## config.mk

```make
export PLATFORM = sky130hd
export DESIGN_NAME = button_event_gen
export DESIGN_NICKNAME = d
export VERILOG_FILES = /design/src/rtl/button_event_gen.sv
export SDC_FILE = /design/constraint.sdc
export NUM_CORES = 1
export LEC_CHECK = 0
export CAP_MARGIN = 30
export CORE_ASPECT_RATIO = 0.75
export CORE_MARGIN = 2
export CORE_UTILIZATION = 40
export DETAILED_ROUTE_END_ITERATION = 10
export PLACE_DENSITY_LB_ADDON = 0.15
export SLEW_MARGIN = 25
export SYNTH_ARGS = -nofsm -noshare
export SYNTH_HDL_FRONTEND = slang
export SYNTH_HIERARCHICAL = 1
export SYNTH_SLANG_ARGS = --single-unit
```

## constraint.sdc

```tcl
create_clock -name i_clk -period 4.8 [get_ports i_clk]
set_input_delay 0.48 -clock i_clk [delete_from_list [all_inputs] [get_ports i_clk]]
set_output_delay 0.48 -clock i_clk [all_outputs]
set_load 0.005 [all_outputs]
```

## src/rtl/button_event_gen.sv

```systemverilog
// Debounce and event generation for a bank of active-low push buttons.
// Optional auto-repeat of press_pulse after a long press: define BTN_AUTOREPEAT_EN.

module button_event_fsm #(
    parameter int DEBOUNCE_TICKS = 20,
    parameter int LONG_TICKS     = 1000,
    parameter int REPEAT_TICKS   = 200
) (
    input  logic i_clk,
    input  logic i_rst,
    input  logic i_tick,
    input  logic i_s,
    output logic o_level,
    output logic o_press,
    output logic o_release,
    output logic o_long
);
    typedef enum logic [1:0] {IDLE, PRESS_WAIT, HELD, RELEASE_WAIT} state_t;

    localparam int DW = $clog2(DEBOUNCE_TICKS) + 1;
    localparam int HW = $clog2(LONG_TICKS) + 1;
    localparam logic [DW-1:0] D_LAST = DW'(DEBOUNCE_TICKS - 1);
    localparam logic [HW-1:0] H_LAST = HW'(LONG_TICKS - 1);

    state_t        r_state, w_state;
    logic [DW-1:0] r_dcnt, w_dcnt;
    logic [HW-1:0] r_hcnt, w_hcnt;
    logic          r_long_done, w_long_done;
    logic          r_level, w_level;
    logic          r_press, w_press;
    logic          r_release, w_release;
    logic          r_long, w_long;
`ifdef BTN_AUTOREPEAT_EN
    localparam int RW = $clog2(REPEAT_TICKS) + 1;
    localparam logic [RW-1:0] R_LAST = RW'(REPEAT_TICKS - 1);
    logic [RW-1:0] r_rcnt, w_rcnt;
`endif

    always_ff @(posedge i_clk) begin
        if (i_rst) begin
            r_state     <= IDLE;
            r_dcnt      <= '0;
            r_hcnt      <= '0;
            r_long_done <= 1'b0;
            r_level     <= 1'b0;
            r_press     <= 1'b0;
            r_release   <= 1'b0;
            r_long      <= 1'b0;
`ifdef BTN_AUTOREPEAT_EN
            r_rcnt      <= '0;
`endif
        end else begin
            r_state     <= w_state;
            r_dcnt      <= w_dcnt;
            r_hcnt      <= w_hcnt;
            r_long_done <= w_long_done;
            r_level     <= w_level;
            r_press     <= w_press;
            r_release   <= w_release;
            r_long      <= w_long;
`ifdef BTN_AUTOREPEAT_EN
            r_rcnt      <= w_rcnt;
`endif
        end
    end

    always_comb begin
        w_state     = r_state;
        w_dcnt      = r_dcnt;
        w_hcnt      = r_hcnt;
        w_long_done = r_long_done;
        w_level     = r_level;
        w_press     = 1'b0;
        w_release   = 1'b0;
        w_long      = 1'b0;
`ifdef BTN_AUTOREPEAT_EN
        w_rcnt      = r_rcnt;
`endif
        case (r_state)
            IDLE: begin
                if (!i_s) begin
                    w_state = PRESS_WAIT;
                    w_dcnt  = '0;
                end
            end
            PRESS_WAIT: begin
                if (i_s) begin
                    w_state = IDLE;
                end else if (i_tick) begin
                    if (r_dcnt == D_LAST) begin
                        w_state     = HELD;
                        w_press     = 1'b1;
                        w_level     = 1'b1;
                        w_hcnt      = '0;
                        w_long_done = 1'b0;
                    end else begin
                        w_dcnt = r_dcnt + DW'(1);
                    end
                end
            end
            HELD: begin
                // A release edge takes priority over the hold tick of the same cycle.
                if (i_s) begin
                    w_state = RELEASE_WAIT;
                    w_dcnt  = '0;
                end else if (i_tick) begin
                    if (r_hcnt != H_LAST) w_hcnt = r_hcnt + HW'(1);
                    if (!r_long_done && (w_hcnt == H_LAST)) begin
                        w_long      = 1'b1;
                        w_long_done = 1'b1;
`ifdef BTN_AUTOREPEAT_EN
                        w_rcnt      = '0;
                    end else if (r_long_done) begin
                        if (r_rcnt == R_LAST) begin
                            w_press = 1'b1;
                            w_rcnt  = '0;
                        end else begin
                            w_rcnt = r_rcnt + RW'(1);
                        end
`endif
                    end
                end
            end
            RELEASE_WAIT: begin
                if (!i_s) begin
                    w_state = HELD;
                end else if (i_tick) begin
                    if (r_dcnt == D_LAST) begin
                        w_state   = IDLE;
                        w_release = 1'b1;
                        w_level   = 1'b0;
                    end else begin
                        w_dcnt = r_dcnt + DW'(1);
                    end
                end
            end
            default: w_state = IDLE;
        endcase
    end

    assign o_level   = r_level;
    assign o_press   = r_press;
    assign o_release = r_release;
    assign o_long    = r_long;
endmodule

module button_event_gen #(
    parameter int NUM_BTN        = 3,
    parameter int TICK_DIV       = 50000,
    parameter int DEBOUNCE_TICKS = 20,
    parameter int LONG_TICKS     = 1000,
    parameter int REPEAT_TICKS   = 200
) (
    input  logic               i_clk,
    input  logic               i_rst,
    input  logic [NUM_BTN-1:0] i_btn_n,
    output logic [NUM_BTN-1:0] o_btn_level,
    output logic [NUM_BTN-1:0] o_press_pulse,
    output logic [NUM_BTN-1:0] o_release_pulse,
    output logic [NUM_BTN-1:0] o_long_pulse
);
    localparam int PW = $clog2(TICK_DIV) + 1;
    localparam logic [PW-1:0] P_LAST = PW'(TICK_DIV - 1);

    if (TICK_DIV < 2 || DEBOUNCE_TICKS < 1 || LONG_TICKS <= DEBOUNCE_TICKS || REPEAT_TICKS < 1)
    begin : g_bad_params
        $error("button_event_gen: illegal parameter combination");
    end

    logic [NUM_BTN-1:0] r_sync1, r_sync2;
    logic [PW-1:0]      r_pcnt;
    logic               w_tick;

    // Synchronizer flops idle at 1 so a reset never looks like a press.
    always_ff @(posedge i_clk) begin
        if (i_rst) begin
            r_sync1 <= '1;
            r_sync2 <= '1;
            r_pcnt  <= '0;
        end else begin
            r_sync1 <= i_btn_n;
            r_sync2 <= r_sync1;
            r_pcnt  <= (r_pcnt == P_LAST) ? '0 : r_pcnt + PW'(1);
        end
    end

    assign w_tick = (r_pcnt == P_LAST);

    for (genvar g = 0; g < NUM_BTN; g++) begin : g_btn
        button_event_fsm #(
            .DEBOUNCE_TICKS (DEBOUNCE_TICKS),
            .LONG_TICKS     (LONG_TICKS),
            .REPEAT_TICKS   (REPEAT_TICKS)
        ) u_fsm (
            .i_clk     (i_clk),
            .i_rst     (i_rst),
            .i_tick    (w_tick),
            .i_s       (r_sync2[g]),
            .o_level   (o_btn_level[g]),
            .o_press   (o_press_pulse[g]),
            .o_release (o_release_pulse[g]),
            .o_long    (o_long_pulse[g])
        );
    end
endmodule

```

==> impl_metrics.py <==
metrics = {
    "power_and_ir_drop": {
        "powerDensity_nw_per_um2": 300.5,
        "p_leak_nw": 1.600,
        "peakVddDrop_mv": 0.1819,
    },
    "worst_setup_path": {
        "cp.required_ps": 5040,
        "critPathMaxFanout": 13,
        "cp_top_family": "simple AND/OR/NAND/NOR gates",
        "crit_chain": "ha_1 -> nand3_1 -> or3_4 -> nor4_2 -> buf_4 -> nand2b_1 -> nor2_1 -> o21ai_0 -> a311oi_1",
        "end_kind": "flip-flop",
        "critPathKind": "flip-flop to flip-flop",
        "reg2reg_from": "r_pcnt[0]",
        "worst-r2r-setup-slack_ps": 1200,
        "rr_worst_depth": 9,
        "cp_num_buf_inv": 1,
        "cp.arrival_ps": 3850,
        "cp_slowest_stage_delay_ps": 640,
        "startpoint_type": "flip-flop",
        "r2r-end": "g_btn[1].u_fsm/r_hcnt[8]",
        "crit_slowest_cell": "nor4_2",
    },
    "drt": {
        "wl_per_cell_um": 13.59,
        "finalWirelength_um": 10110,
        "drtAntennaViolNets": 0,
        "firstDrtPassIters": 5,
        "vias_per_cell": 5.402,
        "drtIter0Drc": 245,
        "vias": 4019,
        "drc": 0,
    },
    "place": {
        "dp_slack_ps": 1239,
        "gp_congestion": 0.8042,
        "hpwl_um": 6843,
        "io_buffers": 16,
    },
    "sta": {
        "max_freq_ghz": 0.2776,
        "slew_headroom": 0.4007,
        "rsz0062_at_grt": "false",
        "hold_viol": 0,
        "slew_violations": 0,
        "fin_ws_ps": 1198,
        "skew_ps": 7.235,
        "tightest_slew_ps": 899.0,
        "final.setup.tns_ps": 0,
        "min_period_ps": 3602,
        "fin_crit_sh": 0.7504,
        "setup_violations": 0,
    },
    "finish": {
        "nets": 589,
        "final_core_util": 0.4602,
        "final_common_cell": "dfxtp_1",
        "diodes": 0,
        "syn_to_final_growth_pct": 12.36,
        "final_cell_mix": "dfxtp_1 (95), nor2_1 (72), nand2_1 (42)",
        "drive_above_1_share": 0.07904,
        "n_fill_cell": 1139,
    },
    "global_route": {
        "grt_antenna_before_repair": 0,
        "grt_pass1_wl_um": 17540,
        "gr-total-overflow": 0,
        "grt_use_total": 0.1666,
        "grt_pass1_vias": 3758,
        "grt_start_max_net_pins": 37,
    },
    "clock_network": {
        "clock_sinks": 95,
        "clockBufferDepth": 2,
        "cts_tree": "done",
        "clkSlewWorstSetupHoldPaths_ps": 70,
        "post_cts_buffers": 0,
        "ctsHoldBuffers": 0,
        "clkLatencyLatePin_ps": 340,
        "cts_resized": 0,
        "htreeDepth": 3,
        "cts_buffers": 9,
        "root_buffer": "clkbuf_16",
    },
    "synthesis": {
        "ys_types": 55,
        "syn_area_per_cell_um2": 8.390,
        "synth-main-ff-cell": "dfxtp_1",
        "synth_edf_count": 0,
        "yosys_warnings": 6,
        "synth.ff_latch_count": 95,
        "netlist_area_um2": 4757,
        "syn_inst": 567,
        "synthArstFlopShare": 0,
        "yosysSeqAreaShare": 0.3998,
        "synth_nets": 579,
    },
    "worst_hold_path": {
        "hold_path.class": "flip-flop to flip-flop",
        "whs_endpoint": "r_sync2[0]",
        "hold_depth": 1,
        "min-delay-start": "r_sync1[0]",
    },
    "floorplan": {
        "fp.dieH_um": 98.45,
        "fp-row-count": 34,
        "die_w_um": 129.9,
        "start_util": 0.4096,
        "boundaryPins": 17,
        "dieArea_um2": 12790,
        "core-area_um2": 11610,
    },
    "flow_run": {
        "maxCapViolations": 0,
    },
    "outcome": {
        "outcome": "finished clean",
    },
}
-- report_power, final --
group          switching [mW]  internal, mW
Clock                   0.303         0.455
Sequential            0.00771         0.797
Combinational          0.0246        0.0195
Total                   0.335          1.27
-- Yosys cell counts, types with 8 or more instances --
master,count,area share
xor2_1,17,0.031
o21ai_0,20,0.021
nand3_1,30,0.032
buf_2,8,0.0084
nand2b_1,8,0.011
xnor2_1,21,0.039
a21oi_1,32,0.034
nand2_1,42,0.033
inv_1,23,0.018
nand4_1,17,0.022
nor2_1,72,0.057
a21o_1,8,0.013
a31oi_1,8,0.011
a311oi_1,13,0.024
a211oi_1,13,0.021
nor4_1,13,0.017
or2_2,10,0.013
nor3_1,29,0.031
dfxtp_1,95,0.40
-- per-stage QoR --
step / total power [mW] / hold WS, ps / std cells / instance area (um2)
final: 1.606 / 407.6 / 744 / 5345
after global routing: 1.664 / 416.4 / 744 / 5345
after CTS: 1.631 / 409.0 / 744 / 5345
after detailed placement: 0.8670 / 393.2 / 728 / 5031
after global placement: 0.8659 / 393.2 / 728 / 5031
after floorplan: 0.8485 / 389.5 / 567 / 4757
-- worst max-delay path by stage --
stage	start	to	slack, ps	depth (start not counted)
6_report	r_pcnt[0]	g_btn[1].u_fsm/r_hcnt[8]	1200	9
5_1_grt	r_pcnt[0]	g_btn[1].u_fsm/r_hcnt[8]	790	9
4_1_cts	r_pcnt[0]	g_btn[1].u_fsm/r_hcnt[8]	1220	9
3_5_place_dp	r_pcnt[0]	g_btn[1].u_fsm/r_hcnt[8]	1240	9
3_3_place_gp	r_pcnt[0]	g_btn[1].u_fsm/r_hcnt[5]	1410	9
2_1_floorplan	r_pcnt[12]	g_btn[0].u_fsm/r_long_done	1060	8
-- worst register-to-register path, cell delays in order (launching register included) --
cell and delay, ps:
dfxtp_1 370, ha_1 200, nand3_1 260, or3_4 480, nor4_2 640, buf_4 310, nand2b_1 110, nor2_1 610
o21ai_0 220, a311oi_1 320
-- per-layer routing --
metal	up-vias	GRT usage	routed length (um)
met4	0	0.05873	96
li1	2089	-	-
met3	7	0.03637	378
met1	1859	0.2429	5338
met2	64	0.2420	4296
met5	-	0	0
-- cells by family (layout without fill, tap and decap cells) --
family	after synthesis	after routing	synth area share
buffers and inverters	42	57	0.04024
DFF	95	95	0.3998
adders and majority gates	7	7	0.01841
muxes	2	2	0.004208
and+or+nand+nor	259	259	0.2891
xor gates and xnor gates	38	38	0.06996
AOI/OAI and AO/OA	124	124	0.1783
-- sequential cells by signal (all words and copies together), names as in the netlist, named ones only --
| register | flops |
|---|---|
| g_btn.u_fsm/o_press | 3 |
| g_btn.u_fsm/o_long | 3 |
| g_btn.u_fsm/o_release | 3 |
| r_pcnt | 17 |
| g_btn.u_fsm/r_hcnt | 33 |
| g_btn.u_fsm/r_long_done | 3 |
| r_sync2 | 3 |
| g_btn.u_fsm/o_level | 3 |
| g_btn.u_fsm/r_dcnt | 18 |
| g_btn.u_fsm/r_state | 3 |
| r_sync1 | 3 |
-- area by class of cell --
type / instances / area [um2] / share of cell area
Clock buffer: 10 / 229.0 / 0.04284
Clock inverter: 6 / 85.08 / 0.01592
Inverter: 23 / 86.33 / 0.01615
Multi-Input combinational cell: 430 / 2670 / 0.4995
Sequential cell: 95 / 1902 / 0.3558
Tap cell: 162 / 202.7 / 0.03792
Timing Repair Buffer: 18 / 170.2 / 0.03184
Note: power is estimated with default switching activity, not from simulation.
